--- config.mk ---
export PLATFORM = sky130hd
export DESIGN_NAME = adder_operand_sequencer
export DESIGN_NICKNAME = d
export VERILOG_FILES = /design/src/rtl/adder_operand_sequencer.sv
export SDC_FILE = /design/constraint.sdc
export NUM_CORES = 1
export LEC_CHECK = 0
export ABC_AREA = 0
export BUFFER_PORTS_ARGS = -buffer_cell sky130_fd_sc_hd__buf_2
export CORE_AREA = 5 5 58 111
export DETAILED_ROUTE_END_ITERATION = 10
export DIE_AREA = 0 0 63 116
export GPL_TIMING_DRIVEN = 0
export PLACE_DENSITY = 0.81
export SLEW_MARGIN = 10
export SYNTH_ARGS = -nofsm -noshare
export SYNTH_HDL_FRONTEND = slang
export SYNTH_SLANG_ARGS = --single-unit
export TNS_END_PERCENT = 30
--- constraint.sdc ---
create_clock -name clk -period 4.1 [get_ports clk]
set_clock_uncertainty 0.15 [all_clocks]
set_input_delay 0.41 -clock clk [delete_from_list [all_inputs] [get_ports clk]]
set_output_delay 0.41 -clock clk [all_outputs]
set_load 0.05 [all_outputs]
--- src/rtl/adder_operand_sequencer.sv ---
// Operand sequencer for a three-operand adder datapath.
//
// Takes a stream of words over a valid/ready handshake and packs each group of
// three into a, b and c. It then holds the operands stable for the adder's
// latency, captures the adder's sum y, and offers it downstream over a second
// valid/ready handshake. Only one triple is in flight at a time.
//
// Parameters:
//   WIDTH    operand/result width
//   LATENCY  adder latency in clock edges (0 = combinational adder)
//
// Ports:
//   clk, rst_n                  clock (rising edge), asynchronous active-low reset
//   in_data, in_valid, in_ready operand word stream
//   a, b, c                     registered operands to the adder
//   y                           sum returned from the adder
//   out_data, out_valid,
//   out_ready                   captured sum stream
//   out_carry                   bits [WIDTH+1:WIDTH] of a+b+c (ADDER_SEQ_CARRY_EN only)
//   busy                        high whenever not collecting operands
//
// Build option: define ADDER_SEQ_CARRY_EN to add the out_carry port and an
// internal wide sum that produces it.
module adder_operand_sequencer #(
  parameter int unsigned WIDTH   = 16,
  parameter int unsigned LATENCY = 2
) (
  input  logic             clk,
  input  logic             rst_n,
  input  logic [WIDTH-1:0] in_data,
  input  logic             in_valid,
  output logic             in_ready,
  output logic [WIDTH-1:0] a,
  output logic [WIDTH-1:0] b,
  output logic [WIDTH-1:0] c,
  input  logic [WIDTH-1:0] y,
  output logic [WIDTH-1:0] out_data,
  output logic             out_valid,
  input  logic             out_ready,
`ifdef ADDER_SEQ_CARRY_EN
  output logic [1:0]       out_carry,
`endif
  output logic             busy
);

  // $clog2(1) is 0, so a zero-latency build still needs a one-bit counter.
  localparam int unsigned CntW = (LATENCY < 1) ? 1 : $clog2(LATENCY + 1);

  typedef enum logic [1:0] {
    StCollect,
    StWait,
    StDone
  } state_e;

  state_e           state_q, state_d;
  logic [1:0]       idx_q, idx_d;
  logic [CntW-1:0]  cnt_q, cnt_d;
  logic [WIDTH-1:0] a_q, a_d;
  logic [WIDTH-1:0] b_q, b_d;
  logic [WIDTH-1:0] c_q, c_d;
  logic [WIDTH-1:0] out_data_q, out_data_d;
  logic             out_valid_q, out_valid_d;

`ifdef ADDER_SEQ_CARRY_EN
  logic [1:0]       carry_q, carry_d;
  logic [WIDTH+1:0] sum_full;

  // Operands are held in WAIT, so this wide sum matches the y being captured.
  assign sum_full = {2'b00, a_q} + {2'b00, b_q} + {2'b00, c_q};
`endif

  always_comb begin
    state_d     = state_q;
    idx_d       = idx_q;
    cnt_d       = cnt_q;
    a_d         = a_q;
    b_d         = b_q;
    c_d         = c_q;
    out_data_d  = out_data_q;
    out_valid_d = out_valid_q;
    in_ready    = 1'b0;
`ifdef ADDER_SEQ_CARRY_EN
    carry_d     = carry_q;
`endif

    case (state_q)
      StCollect: begin
        in_ready = 1'b1;
        if (in_valid) begin
          case (idx_q)
            2'd0: begin
              a_d   = in_data;
              idx_d = 2'd1;
            end
            2'd1: begin
              b_d   = in_data;
              idx_d = 2'd2;
            end
            2'd2: begin
              c_d     = in_data;
              idx_d   = 2'd0;
              cnt_d   = CntW'(LATENCY);
              state_d = StWait;
            end
            default: idx_d = 2'd0;
          endcase
        end
      end

      StWait: begin
        // cnt reaching zero marks the edge on which y reflects the held operands.
        if (cnt_q == '0) begin
          out_data_d  = y;
          out_valid_d = 1'b1;
          state_d     = StDone;
`ifdef ADDER_SEQ_CARRY_EN
          carry_d     = 2'(sum_full >> WIDTH);
`endif
        end else begin
          cnt_d = cnt_q - CntW'(1);
        end
      end

      StDone: begin
        if (out_ready) begin
          out_valid_d = 1'b0;
          state_d     = StCollect;
        end
      end

      default: begin
        out_valid_d = 1'b0;
        state_d     = StCollect;
      end
    endcase
  end

  always_ff @(posedge clk or negedge rst_n) begin
    if (!rst_n) begin
      state_q     <= StCollect;
      idx_q       <= 2'd0;
      cnt_q       <= '0;
      a_q         <= '0;
      b_q         <= '0;
      c_q         <= '0;
      out_data_q  <= '0;
      out_valid_q <= 1'b0;
`ifdef ADDER_SEQ_CARRY_EN
      carry_q     <= 2'b00;
`endif
    end else begin
      state_q     <= state_d;
      idx_q       <= idx_d;
      cnt_q       <= cnt_d;
      a_q         <= a_d;
      b_q         <= b_d;
      c_q         <= c_d;
      out_data_q  <= out_data_d;
      out_valid_q <= out_valid_d;
`ifdef ADDER_SEQ_CARRY_EN
      carry_q     <= carry_d;
`endif
    end
  end

  assign a         = a_q;
  assign b         = b_q;
  assign c         = c_q;
  assign out_data  = out_data_q;
  assign out_valid = out_valid_q;
  assign busy      = (state_q != StCollect);
`ifdef ADDER_SEQ_CARRY_EN
  assign out_carry = carry_q;
`endif

endmodule

==> results.toml <==
[status]
outcome = "completed"

[cells_and_area]
drive_gt1_share_pct = 66.55
final_nets = 320
layout_common_cells = "buf_2 (102), dfrtp_1 (71), mux2_2 (55)"
n_antenna_cell = 0
areaGrowthSynthToFinish_pct = 28.70
fillers = 450
final_common_cell = "buf_2"

[setup_path]
crit_start = "state_q[1]"
start_kind = "flip-flop"
path_class = "flip-flop to flip-flop"
cpMaxStageDelayCell = "nor3_2"
cp_cell_sequence = "or3b_1, buf_2, nor3_2, buf_4, mux2_2"
r2r_start = "state_q[1]"
crit_path_max_incr_delay_ns = 0.54
cp-end-kind = "flip-flop"
crit_required_ns = 4.17
crit_fanout = 10
arrival_ns = 2.52

[sta]
worst_slew_pin_slew_ns = 0.7006
slew_headroom_pct = 53.04
fin_crit_ns = 2.457
timing.final.crit_share_pct = 59.92
finalHoldViolations = 0
rsz0062_at_grt = "no"
setup_viol = 0
max_freq_mhz = 407.1
tns_ns = 0
finalMaxSlewViolations = 0

[logic_synthesis]
synthesis.area_per_instance_um2 = 16.35
synth_cells = 168
synthesis.area_um2 = 2746
synth_top_cell_area_share_pct = 64.69
ys_top_cells_by_area = "dfrtp_1 (65%), mux2_2 (23%), mux2_4 (4.9%)"
yosys.area.top_type = "dfrtp_1"
yosysSeqAreaShare_pct = 64.69
synth_nets = 205
yosysWarnings = 0
ys_ff_latch = 71
yosys.cell_types.count = 23

[clock_tree]
clkSlewWorstSetupHoldPaths_ns = 0.07
cts_buffers = 9
cts_tree = "done"
htreeDepth = 3
cts_resized = 0
clk_path_buf_depth = 2
cts_root_buf = "clkbuf_8"
clock_sinks = 71
clk_latency_ns = 0.33

[floorplan]
die_h_um = 116
core_um2 = 5468
design.die.area_um2 = 7308
initial_core_util_pct = 50.23
num_io_pins = 103
die_w_um = 63
placementRows = 38

[route]
drt_iter0_markers = 57
vias_per_cell = 5.049
drc = 0
drt_first_pass_iters = 3
vias = 1752
antenna_left = 0
wirelength_um = 5838
wl_per_cell_um = 16.82

[global_route]
grt_pass1_vias = 1971
grt_util_all_layers_pct = 17.25
grt_pass1_wl_um = 9660
grt_max_degree = 52
antenna_found_initial = 0
overflow = 0

[place]
routabilityCongestion = 0.7226
io_buffers = 102
dp_hpwl_um = 4539

[run]
cap_violations = 0

[hold_path]
min_from = "y[1]"
hold_class = "primary input to flip-flop"
==> cell families after synthesis <==
kind of cell,count (synthesis),share of synthesized area [%]
muxes,65,27.84
buffers and inverters,11,2.824
AOI/OAI and AO/OA,5,1.048
adders and majority gates,1,0.4555
DFF,71,64.69
and+or+nand+nor,15,3.144
==> worst max-delay path, delay by kind of cell, from the launching register on <==
| family | cells | cell delay [ns] |
|---|---|---|
| and+or+nand+nor | 2 | 0.92 |
| buffers and inverters | 2 | 0.49 |
| muxes | 1 | 0.36 |
| DFF | 1 | 0.42 |
==> synthesized netlist by cell type <==
library cell and n:
a21o_1 1, a21oi_1 1, a31oi_1 1, buf_12 1, buf_2 1, buf_4 3
buf_6 1, clkbuf_1 1, dfrtp_1 71, ha_1 1, inv_1 4, mux2_2 55
mux2_4 9, mux2i_1 1, nand2_1 5, nand2b_1 1, nand3b_1 1, nor2_1 3
nor3_2 1, o21ai_0 2, or2_2 1, or3b_1 2, or3b_2 1
==> flip-flops by register name (all words and copies together) (netlist names) <==
signal     cells
a             16
b             16
c             16
cnt_q          2
idx_q          2
out_data      16
out_valid      1
state_q        2
==> metrics by stage <==
step | std cells | util [%] | hold WS, ns | area, um2 | worst slack (ns)
finish | 347 | 64.65 | 0.1530 | 3535 | 1.643
detailed placement | 331 | 61.49 | 0.1707 | 3362 | 1.590
floorplan | 168 | - | -0.03559 | 2746 | 1.987
CTS | 347 | 64.65 | 0.1295 | 3535 | 1.608
global placement | 330 | 60.94 | 0.3120 | 3332 | 1.595
global route | 347 | 64.65 | 0.1448 | 3535 | 1.537
==> routing by layer <==
layer	GRT usage, %	vias to the layer above	part of all wire (%)
li1	-	817	-
met2	30.71	76	55
met5	0	-	0
met4	8.924	0	2.1
met1	18.24	850	36
met3	4.850	9	7.0
==> area by class of cell <==
type                            count  area, um2  area share (%)
Sequential cell                    71       1777           50.27
Multi-Input combinational cell     86      892.1           25.24
Timing Repair Buffer              104      550.5           15.58
Tap cell                           60      75.07           2.124
Buffer                              7      62.56           1.770
Clock buffer                       10      137.6           3.894
Inverter                            4      15.01          0.4248
Clock inverter                      5      25.02          0.7080
==> what timing repair did <==
item	in CTS	in global routing
buffers inserted	0	0
hold buffers	1	0
hold endpoints to repair	20	0
endpoints found under the setup margin	0	0
==> final timing paths <==
path | endpoint | slack, ns | cells past startpoint
worst max register to register | a[12] | 1.64 | 5
max in group asynchronous | out_data[7] | 2.92 | 3
worst min-delay path | out_data[1] | 0.15 | 2
worst min register to register | cnt_q[0] | 0.33 | 1
worst max-delay path | a[12] | 1.64 | 5
min in group asynchronous | out_data[1] | 0.35 | 2
Power is not shown: default switching activity piles up to over one toggle a cycle in this logic, so the estimate is an artifact.
